## src/rtl/cache_controller_pkg.sv

```systemverilog
// Shared definitions for the direct-mapped write-through data cache:
// bus widths, address field positions and the controller state encoding.
package cache_controller_pkg;

  localparam int ADDRESS_LEN  = 32;
  localparam int REGISTER_LEN = 32;

  localparam int DEFAULT_SETS      = 64;
  localparam int DEFAULT_TAG_WIDTH = 10;

  // Byte address layout: [1:0] byte, [2] word in block, then index, then tag.
  localparam int WORD_SEL_BIT = 2;
  localparam int INDEX_LSB    = 3;

  typedef enum logic [1:0] {
    IDLE    = 2'd0,
    FILL_W0 = 2'd1,
    FILL_W1 = 2'd2,
    WRITE   = 2'd3
  } cache_state_e;

  // Address of one word of the two-word block containing addr.
  function automatic logic [ADDRESS_LEN-1:0] block_word_addr(
    input logic [ADDRESS_LEN-1:INDEX_LSB] block,
    input logic                           word_sel
  );
    return {block, word_sel, 2'b00};
  endfunction

endpackage

```

## src/rtl/cache_controller_cache_memory.sv

```systemverilog
// Tag, valid and two-word data arrays for the cache: asynchronous read,
// synchronous write, valid bits cleared asynchronously by reset.
module cache_memory
  import cache_controller_pkg::*;
#(
  parameter  int SETS        = DEFAULT_SETS,
  parameter  int TAG_WIDTH   = DEFAULT_TAG_WIDTH,
  localparam int INDEX_WIDTH = $clog2(SETS)
) (
  input  logic                    clk,
  input  logic                    rst,
  input  logic [INDEX_WIDTH-1:0]  rd_index,
  output logic                    rd_valid,
  output logic [TAG_WIDTH-1:0]    rd_tag,
  output logic [REGISTER_LEN-1:0] rd_word0,
  output logic [REGISTER_LEN-1:0] rd_word1,
  input  logic                    line_we,
  input  logic                    word_we,
  input  logic [INDEX_WIDTH-1:0]  wr_index,
  input  logic [TAG_WIDTH-1:0]    wr_tag,
  input  logic [REGISTER_LEN-1:0] wr_word0,
  input  logic [REGISTER_LEN-1:0] wr_word1,
  input  logic                    wr_word_sel,
  input  logic [REGISTER_LEN-1:0] wr_word_data
);

  logic [SETS-1:0]         valid_q;
  logic [TAG_WIDTH-1:0]    tag_q   [SETS];
  logic [REGISTER_LEN-1:0] word0_q [SETS];
  logic [REGISTER_LEN-1:0] word1_q [SETS];

  always_ff @(posedge clk or negedge rst) begin
    if (!rst) begin
      valid_q <= '0;
    end else if (line_we) begin
      valid_q[wr_index] <= 1'b1;
    end
  end

  // Payload arrays need no reset: a line is only visible once its valid bit is set.
  always_ff @(posedge clk) begin
    if (line_we) begin
      tag_q[wr_index]   <= wr_tag;
      word0_q[wr_index] <= wr_word0;
      word1_q[wr_index] <= wr_word1;
    end else if (word_we) begin
      if (wr_word_sel) begin
        word1_q[wr_index] <= wr_word_data;
      end else begin
        word0_q[wr_index] <= wr_word_data;
      end
    end
  end

  assign rd_valid = valid_q[rd_index];
  assign rd_tag   = tag_q[rd_index];
  assign rd_word0 = word0_q[rd_index];
  assign rd_word1 = word1_q[rd_index];

endmodule

```

## src/rtl/cache_controller.sv

```systemverilog
// Direct-mapped, write-through, no-write-allocate data cache between the
// memory pipeline stage and the SRAM controller; two-word blocks.
module cache_controller
  import cache_controller_pkg::*;
#(
  parameter int SETS      = DEFAULT_SETS,
  parameter int TAG_WIDTH = DEFAULT_TAG_WIDTH
) (
  input  logic                    clk,
  input  logic                    rst,
  input  logic                    write_enable,
  input  logic                    read_enable,
  input  logic [ADDRESS_LEN-1:0]  address,
  input  logic [REGISTER_LEN-1:0] write_data,
  output logic [REGISTER_LEN-1:0] read_data,
  output logic                    ready,
  output logic                    sram_write_enable,
  output logic                    sram_read_enable,
  output logic [ADDRESS_LEN-1:0]  sram_address,
  output logic [REGISTER_LEN-1:0] sram_write_data,
  input  logic [REGISTER_LEN-1:0] sram_read_data,
  input  logic                    sram_ready,
  output cache_state_e            debug_state
);

  localparam int INDEX_WIDTH = $clog2(SETS);
  localparam int TAG_LSB     = INDEX_LSB + INDEX_WIDTH;

  // SRAM handshake: a request (enable, sram_address, sram_write_data) is held
  // constant until a cycle where enable=1 and sram_ready=1; that cycle is the
  // transfer, and sram_read_data is only sampled in it.

  cache_state_e state_q, state_d;

  logic [ADDRESS_LEN-1:0]  req_addr_q;
  logic [REGISTER_LEN-1:0] req_wdata_q;
  logic [REGISTER_LEN-1:0] line_w0_q;

  logic [ADDRESS_LEN-1:0]  lookup_addr;
  logic [INDEX_WIDTH-1:0]  lookup_index;
  logic [TAG_WIDTH-1:0]    lookup_tag;
  logic                    lookup_word;
  logic                    unused_lookup_bits;

  logic                    rd_valid;
  logic [TAG_WIDTH-1:0]    rd_tag;
  logic [REGISTER_LEN-1:0] rd_word0;
  logic [REGISTER_LEN-1:0] rd_word1;
  logic                    hit;
  logic                    line_we;
  logic                    word_we;
  logic                    idle_read;
  logic                    idle_start;

  // Outside IDLE the request is taken from the copy latched at IDLE exit.
  assign lookup_addr        = (state_q == IDLE) ? address : req_addr_q;
  assign lookup_index       = lookup_addr[INDEX_LSB +: INDEX_WIDTH];
  assign lookup_tag         = lookup_addr[TAG_LSB +: TAG_WIDTH];
  assign lookup_word        = lookup_addr[WORD_SEL_BIT];
  assign unused_lookup_bits = ^lookup_addr;

  assign hit        = rd_valid && (rd_tag == lookup_tag);
  assign idle_read  = read_enable && !write_enable;
  assign idle_start = write_enable || read_enable;

  cache_memory #(
    .SETS      (SETS),
    .TAG_WIDTH (TAG_WIDTH)
  ) u_cache_memory (
    .clk          (clk),
    .rst          (rst),
    .rd_index     (lookup_index),
    .rd_valid     (rd_valid),
    .rd_tag       (rd_tag),
    .rd_word0     (rd_word0),
    .rd_word1     (rd_word1),
    .line_we      (line_we),
    .word_we      (word_we),
    .wr_index     (lookup_index),
    .wr_tag       (lookup_tag),
    .wr_word0     (line_w0_q),
    .wr_word1     (sram_read_data),
    .wr_word_sel  (lookup_word),
    .wr_word_data (req_wdata_q)
  );

  always_ff @(posedge clk or negedge rst) begin
    if (!rst) begin
      state_q <= IDLE;
    end else begin
      state_q <= state_d;
    end
  end

  always_comb begin
    state_d = state_q;
    unique case (state_q)
      IDLE: begin
        if (write_enable) begin
          state_d = WRITE;
        end else if (read_enable && !hit) begin
          state_d = FILL_W0;
        end
      end
      FILL_W0: if (sram_ready) state_d = FILL_W1;
      FILL_W1: if (sram_ready) state_d = IDLE;
      WRITE:   if (sram_ready) state_d = IDLE;
      default: state_d = IDLE;
    endcase
  end

  always_ff @(posedge clk or negedge rst) begin
    if (!rst) begin
      req_addr_q  <= '0;
      req_wdata_q <= '0;
      line_w0_q   <= '0;
    end else begin
      if (state_q == IDLE && idle_start) begin
        req_addr_q  <= address;
        req_wdata_q <= write_data;
      end
      if (state_q == FILL_W0 && sram_ready) begin
        line_w0_q <= sram_read_data;
      end
    end
  end

  always_comb begin
    ready             = 1'b0;
    read_data         = '0;
    sram_read_enable  = 1'b0;
    sram_write_enable = 1'b0;
    sram_address      = '0;
    sram_write_data   = '0;
    line_we           = 1'b0;
    word_we           = 1'b0;
    unique case (state_q)
      IDLE: begin
        ready = !(write_enable || (read_enable && !hit));
        if (idle_read && hit) begin
          read_data = lookup_word ? rd_word1 : rd_word0;
        end
      end
      FILL_W0: begin
        sram_read_enable = 1'b1;
        sram_address     = block_word_addr(req_addr_q[ADDRESS_LEN-1:INDEX_LSB], 1'b0);
      end
      FILL_W1: begin
        sram_read_enable = 1'b1;
        sram_address     = block_word_addr(req_addr_q[ADDRESS_LEN-1:INDEX_LSB], 1'b1);
        if (sram_ready) begin
          ready     = 1'b1;
          line_we   = 1'b1;
          read_data = lookup_word ? sram_read_data : line_w0_q;
        end
      end
      WRITE: begin
        sram_write_enable = 1'b1;
        sram_address      = req_addr_q;
        sram_write_data   = req_wdata_q;
        if (sram_ready) begin
          ready   = 1'b1;
          word_we = hit;
        end
      end
      default: ready = 1'b0;
    endcase
    // Reset is honoured combinationally so the pipeline sees idle immediately.
    if (!rst) begin
      ready             = 1'b1;
      read_data         = '0;
      sram_read_enable  = 1'b0;
      sram_write_enable = 1'b0;
      sram_address      = '0;
      sram_write_data   = '0;
      line_we           = 1'b0;
      word_we           = 1'b0;
    end
  end

  assign debug_state = state_q;

endmodule
```

## config.mk

```make
export PLATFORM = sky130hd
export DESIGN_NAME = cache_controller
export DESIGN_NICKNAME = d
export VERILOG_FILES = /design/src/rtl/cache_controller_pkg.sv /design/src/rtl/cache_controller_cache_memory.sv /design/src/rtl/cache_controller.sv
export SDC_FILE = /design/constraint.sdc
export NUM_CORES = 2
export LEC_CHECK = 0
export CORE_MARGIN = 8
export CORE_UTILIZATION = 45
export CTS_CLUSTER_SIZE = 8
export DETAILED_ROUTE_END_ITERATION = 7
export GPL_ROUTABILITY_DRIVEN = 1
export PLACE_DENSITY = 0.64
export SLEW_MARGIN = 20
export SYNTH_ARGS = -nofsm -noshare
export SYNTH_HDL_FRONTEND = slang
export SYNTH_HIERARCHICAL = 1
export SYNTH_MEMORY_MAX_BITS = 65536
export SYNTH_SLANG_ARGS = --single-unit
```

## constraint.sdc

```tcl
create_clock -name clk -period 8.9 [get_ports clk]
set_input_delay 1.78 -clock clk [delete_from_list [all_inputs] [get_ports clk]]
set_output_delay 1.78 -clock clk [all_outputs]
set_load 0.03 [all_outputs]
```

* Word level (Yosys, flattened, before mapping) *
Memories as Yosys holds them, arrays and structs flattened.
Index checks and enable logic that the tools add are counted.

word-level totals
  bits in writable memories = 4736
  register bits after elaboration = 162
  memories kept = 3
  input port bits = 101

cells by class
  magnitude comparators = 2
  multiplexer cells = 44
  eq/ne operators = 7
  bitwise gates (word level) = 3
  reductions and logical operators = 16

memory list
  memory                  depth  width  read ports  clocked after Yosys merged registers in  wr ports  RTL line                             text
  u_cache_memory.word0_q  64     32     1           0                                        1         cache_controller_cache_memory.sv:29  logic [REGISTER_LEN-1:0] word0_q [SETS];
  u_cache_memory.word1_q  64     32     1           0                                        1         cache_controller_cache_memory.sv:30  logic [REGISTER_LEN-1:0] word1_q [SETS];
  u_cache_memory.tag_q    64     10     1           0                                        1         cache_controller_cache_memory.sv:28  logic [TAG_WIDTH-1:0] tag_q [SETS];

operators with widths
  cell                                                  count
  two-way mux 32 bit                                    10
  case mux 32 bit (3 select lines)                      1
  OR 64 bit                                             1
  case mux 32 bit (2 select lines)                      1
  two-way mux 1 bit                                     23
  two-way mux 19 bit                                    1
  == test 10 bit                                        1
  two-way mux 2 bit                                     4
  logical AND 1 bit                                     7
  < comparator 6 x 7 -> 1 bit (second input constant)   1
  binary-select mux 1 bit (select 6 bit)                1
  demux 1 bit (select 6 bit)                            1
  >= comparator 6 x 1 -> 1 bit (second input constant)  1
  case mux 2 bit (3 select lines)                       1
  == test 2 bit (second input constant)                 2
  OR reduction 2 bit                                    2
  zero test 1 bit                                       3
  != test 3 x 2 -> 1 bit (second input constant)        1
  AND reduction 3 bit                                   1
  == test 2 x 1 -> 1 bit (second input constant)        1
  zero test 2 bit                                       1
  logical OR 1 bit                                      2
  != test 2 x 1 -> 1 bit (second input constant)        1
  != test 2 bit (second input constant)                 1
  other kinds (2)                                       3

* Logic depth before layout (Yosys ltp) *
  depth after elaboration = 12
  depth in mapped cells = 24

* Hierarchy *
The synthesis kept the hierarchy.

by module, submodules not included
  module            cells an instance  sequential area each (µm²)  area an instance (µm²)  times used
  cache_memory      8007               143817.9                    182451.2                1
  cache_controller  461                2452.4                      5779.3                  1

* Least setup slack after synthesis *
Ideal clock, no wire load.

  kind = input port to flip-flop
  start point = in address[3]
  end point = mem u_cache_memory.word1_q[0][0], enable pin
  arrival = 6.617 ns
  cell stages on the path = 18
  slack = 1.862 ns
  buffers on the path = 6
  cells stage by stage = mux2_2 -> buf_2 -> buf_6 -> buf_2 -> buf_2 -> mux4_2 -> a22oi_1 -> nand3_1 -> and3_1 -> xor2_1 -> nor4_4 -> and3_1 -> and3_1 -> a21o_1 -> clkbuf_1 -> nand2b_1 -> clkbuf_1 -> nor2_1

between the ends
  word-level cells in the longest chain between the ends = 11
  elaborated cells on any way between the ends = 13
  those cells by class = eq/ne (1); mux (9); bitwise (1); reduce/logical (1); memory (1)

RTL lines
  item                                     RTL line                             text
  from (decl)                              cache_controller.sv:13               input logic [ADDRESS_LEN-1:0] address,
  two-way mux 19 bit                       cache_controller.sv:56               assign lookup_addr = (state_q == IDLE) ? address : req_addr_q;
  memory (64 x 10 bit)                     --
  net rd_tag[3]                            cache_controller.sv:46               logic [TAG_WIDTH-1:0] rd_tag;
  == test 10 bit                           cache_controller.sv:62               assign hit = rd_valid && (rd_tag == lookup_tag);
  logical AND 1 bit                        cache_controller.sv:62
  two-way mux 1 bit                        cache_controller.sv:161              if (sram_ready) begin
  two-way mux 1 bit                        cache_controller.sv:137              unique case (state_q)
  two-way mux 1 bit                        cache_controller.sv:169              if (!rst) begin
  net word_we                              cache_controller.sv:51               logic word_we;
  two-way mux 1 bit                        cache_controller_cache_memory.sv:46  end else if (word_we) begin
  two-way mux 1 bit                        cache_controller_cache_memory.sv:42  if (line_we) begin
  two-way mux 1 bit (implied by the code)  cache_controller_cache_memory.sv:48  word1_q[wr_index] <= wr_word_data;
  OR 1 bit (no line)                       --
  to (decl)                                cache_controller_cache_memory.sv:30

The timed path passes the listed nets, and every way through them passes these cells. The select of a mux whose other input is x is not followed.

* Worst setup path after layout *
  start point = reg state_q[0], in the netlist debug_state[0]
  end point = out read_data[25]

between the ends
  elaborated cells on any way between the ends = 17
  those cells by class = eq/ne (2); mux (9); reduce/logical (3); memory (3)

RTL lines
  item                              RTL line                 text
  from (decl)                       cache_controller.sv:33   cache_state_e state_q, state_d;
  from (signal assigned)            cache_controller.sv:91   state_q <= state_d;
  zero test 2 bit                   cache_controller.sv:56
  two-way mux 19 bit                cache_controller.sv:56
  net lookup_addr[3]                cache_controller.sv:39   logic [ADDRESS_LEN-1:0] lookup_addr;
  memory (64 x 32 bit)              --
  net rd_word0[25]                  cache_controller.sv:47   logic [REGISTER_LEN-1:0] rd_word0;
  two-way mux 32 bit                cache_controller.sv:141  read_data = lookup_word ? rd_word1 : rd_word0;
  two-way mux 32 bit                cache_controller.sv:140  if (idle_read && hit) begin
  case mux 32 bit (2 select lines)  cache_controller.sv:137
  two-way mux 32 bit                cache_controller.sv:169
  to (decl)                         cache_controller.sv:15   output logic [REGISTER_LEN-1:0] read_data,

The timed path passes the listed nets, and every way through them passes these cells. The select of a mux whose other input is x is not followed.

==> impl_metrics.csv <==
group,metric,value,unit
clock_tree,cts.clk_slew.worst_paths,0.05,ns
place,dp_hpwl,331,mm
worst_setup_path,crit_required,7.12,ns
timing,period_needed,8.66,ns
floorplanning,core_area,417000,um2
route,num_vias,97900,
global_routing,grt_start_max_net_pins,145,
clock_tree,root_buffer,"clkbuf_16",
timing,fin_tns_setup,0,ns
pwr,power_frac_seq,35.2,%
timing,worstMarginPinSlew,1.20,ns
synthesis,ys.flop_type,"edfxtp_1",
route,drt-total-wl,547,mm
timing,finalCritPeriodShare,97.3,%
status,outcome,"finished clean",
worst_setup_path,worst-path-max-fanout,46,
worst_hold_path,worstHoldStart,"u_cache_memory/valid_q[50]",
global_routing,grtUsageTotal,24.2,%
synthesis,synth-seq-cells,4898,
clock_tree,cts_sinks,4898,
worst_setup_path,worstSetupStartpoint,"debug_state[0]",
route,drtPass1Iterations,5,
route,drc,0,
pwr,p_clk_share,29.4,%
floorplanning,die_w,663,um
clock_tree,cts_setup_buffers,0,
pwr,leakage,72.1,nW
global_routing,grt_pass1_vias,99600,
synthesis,yosys.area.top_type,"edfxtp_1",
clock_tree,clk-insertion-delay-late,1.08,ns
route,drtAntennaViolNets,0,
clock_tree,cts_tree,"built",
pwr,power.density,354,nW/um2
synthesis,seq_area_frac_synth,77.7,%
cells_and_area,fin_nets,9690,
synthesis,syn_avg_cell_area,22.2,um2
global_routing,grt_pass1_wl,764,mm
worst_setup_path,worstReg2RegStart,"debug_state[0]",
synthesis,synth_area,188000,um2
floorplanning,ios,202,
timing,hold_viol_final,0,
worst_hold_path,hold_path_class,"reg -> reg",
synthesis,synthesis.instances,8468,
worst_setup_path,arrival,6.88,ns
synthesis,synthesis.nets,8574,
timing,finalMaxSlewViolations,0,
route,wire_per_inst,35.7,um
timing,fmax,0.115,GHz
route,viasPerCell,6.38,
synthesis,synth-edff-count,4736,
synthesis,synthArstFlopShare,3.31,%
timing,timing.hold.ws,0.459,ns
timing,skew,0.103,ns
floorplanning,fp.dieArea,439000,um2
synthesis,synth_area_leaders,"edfxtp_1 (76%), mux4_2 (14%), dfrtp_1 (2.2%)",
cells_and_area,postLayoutCellArea,226000,um2
floorplanning,initial_core_util,45.2,%
pwr,internal_power,52.6,mW
route,first_iter_violations,13300,
floorplanning,rows,237,
cells_and_area,final_core_util,54.2,%
clock_tree,h-tree-depth,6,
clock_tree,postCtsHoldBufs,0,
cells_and_area,drive_above_1_share,32.4,%
worst_setup_path,critPathCaptureType,"output pin",
clock_tree,cts_buffers,684,
global_routing,overflow,0,
worst_setup_path,cp-start-kind,"flop",
pwr,swShare,34.2,%
synthesis,synth.distinct_cells,53,
global_routing,antenna_found_initial,35,
clock_tree,cts_resized,4,
place,placed_area,206000,um2
place,port_buffers,201,
clock_tree,clockBufferDepth,4,
pwr,power_frac_comb,35.3,%
synthesis,synth_top_area_share,75.6,%
run,maxCapViolCount,0,
floorplanning,die_h,663,um
place,gp_congestion,0.855,
timing,rsz0062_at_grt,"no",
synthesis,yosysWarnings,6,
timing,relSlewSlack,19.5,%
timing,setup_viol,0,
cells_and_area,area_delta_synth_final,19.9,%
worst_setup_path,path_class,"reg -> out",
pwr,p_sw,27.4,mW
pwr,peakVddDrop,0.000410,V
cell families after synthesis:
kind of cell | count (synthesis) | share of synthesized area, %
AOI/OAI and AO/OA | 765 | 2.95
xor gates and xnor gates | 10 | 0.0465
adders and majority gates | 5 | 0.0332
buffers and inverters | 516 | 1.38
DFF | 4898 | 77.7
muxes | 1511 | 15.8
and+or+nand+nor | 763 | 2.09
final timing paths:
| check | end | slack (ns) | cells past startpoint |
|---|---|---|---|
| max in group asynchronous | req_addr_q[27] | 6.95 | 2 |
| hold / removal | u_cache_memory/valid_q[50] | 0.46 | 1 |
| hold reg to reg | u_cache_memory/valid_q[50] | 0.46 | 1 |
| setup reg to reg | u_cache_memory/word0_q[25][31] | 1.35 | 23 |
| min in group asynchronous | line_w0_q[7] | 0.67 | 1 |
| setup / recovery | read_data[25] | 0.24 | 15 |
metrics by stage:
stage | worst slack, ns | instances | power, mW
after floorplan | 1.86 | 8468 | 44.6
after global placement | -0.105 | 14400 | 56.3
after detailed placement | 0.433 | 14400 | 56.6
after CTS | 0.0757 | 15300 | 80.1
after global routing | 0.00435 | 15300 | 82.2
final | 0.236 | 15300 | 79.9
layout by cell type, fill, tap and decap left out, types with 10 or more instances in the layout:
master,synthesis,routed
buf_4,60,371
nor2_2,1,48
o221ai_1,75,75
nor4_2,0,14
a31oi_1,10,10
clkbuf_16,0,690
o22a_1,65,65
edfxtp_1,4736,4736
diode_2,0,14
nor4_1,65,51
or2_2,66,66
a22oi_1,53,53
clkdlybuf4s50_1,0,166
xor2_1,10,10
dfrtp_1,162,162
and2_1,36,34
mux2_2,177,172
clkbuf_1,244,173
nor2_1,263,87
mux2i_1,181,177
o22ai_1,372,372
clkinv_16,0,20
nand2_1,55,46
nor2_4,0,129
nor2b_1,96,94
mux4_2,1146,1146
a21oi_1,12,12
buf_12,0,400
inv_16,0,15
a211oi_1,124,124
nor3_1,67,66
and3_1,45,45
o22ai_2,30,30
nand3_1,29,27
power groups by stage:
stage	Combinational, mW	Sequential, mW	Clock, mW
6_report	28.2	28.2	23.5
5_1_grt	29.2	28.2	24.8
4_1_cts	28.2	28.1	23.8
3_5_place_dp	28.1	28.6	0
3_3_place_gp	27.7	28.5	0
2_1_floorplan	16.1	28.5	0
sequential cells by signal, indices dropped and copies added, names as in the netlist:
register                flops
line_w0_q                  32
u_cache_memory/word1_q   2048
req_addr_q                 32
debug_state                 2
u_cache_memory/word0_q   2048
u_cache_memory/valid_q     64
req_wdata_q                32
u_cache_memory/tag_q      640
layer usage:
layer / share of wire (%) / GRT usage, % / routed length (um) / vias to the layer above
met3: 10 / 5.37 / 56600 / 957
met2: 48 / 38.3 / 260000 / 5937
met4: 4.5 / 9.96 / 24600 / 4
li1: - / - / - / 38200
met5: 0.0051 / 0 / 28 / -
met1: 38 / 32.7 / 206000 / 52800
Yosys cell counts (2+ instances only):
cell type and instances:
edfxtp_1 4736, mux4_2 1146, o22ai_1 372, nor2_1 263, clkbuf_1 244, mux2i_1 181, mux2_2 177, dfrtp_1 162
buf_2 125, a211oi_1 124, nor2b_1 96, o221ai_1 75, nor3_1 67, or2_2 66, nor4_1 65, o22a_1 65
buf_4 60, nand2_1 55, a22oi_1 53, and3_1 45, buf_1 44, buf_6 38, and2_1 36, o22ai_2 30
nand3_1 29, a21oi_1 12, nand2b_1 11, a31oi_1 10, xor2_1 10, o211ai_1 8, nand3b_1 6, o21ai_0 6
ha_1 5, inv_1 5, mux2_4 5, o211a_1 5, or2_1 5, nor3b_1 4, or3_1 3, a21o_1 2
a32oi_1 2, and3b_1 2, nand4_1 2, or3b_2 2
critical path, cell delays in order (launching register included):
cell     delay, ns
dfrtp_1       0.47
inv_1         0.23
ha_4          0.39
buf_4         0.39
mux2_8        0.53
buf_12        0.34
buf_12        0.36
buf_4         0.46
mux4_2        0.57
o22ai_1       0.43
nor4_2        0.11
buf_4         0.21
o22a_1        0.23
mux2i_1       0.46
o22ai_2       0.21
buf_12        0.19
layout make-up:
type,count,area [um2]
Sequential cell,4898,146000
Inverter,5,18.8
Clock inverter,59,1230
Antenna cell,14,35.0
Multi-Input combinational cell,3054,40800
Fill cell,30700,191000
Tap cell,5497,6880
Timing Repair Buffer,941,12500
Clock buffer,863,17900
(Power assumes the default switching activity.)
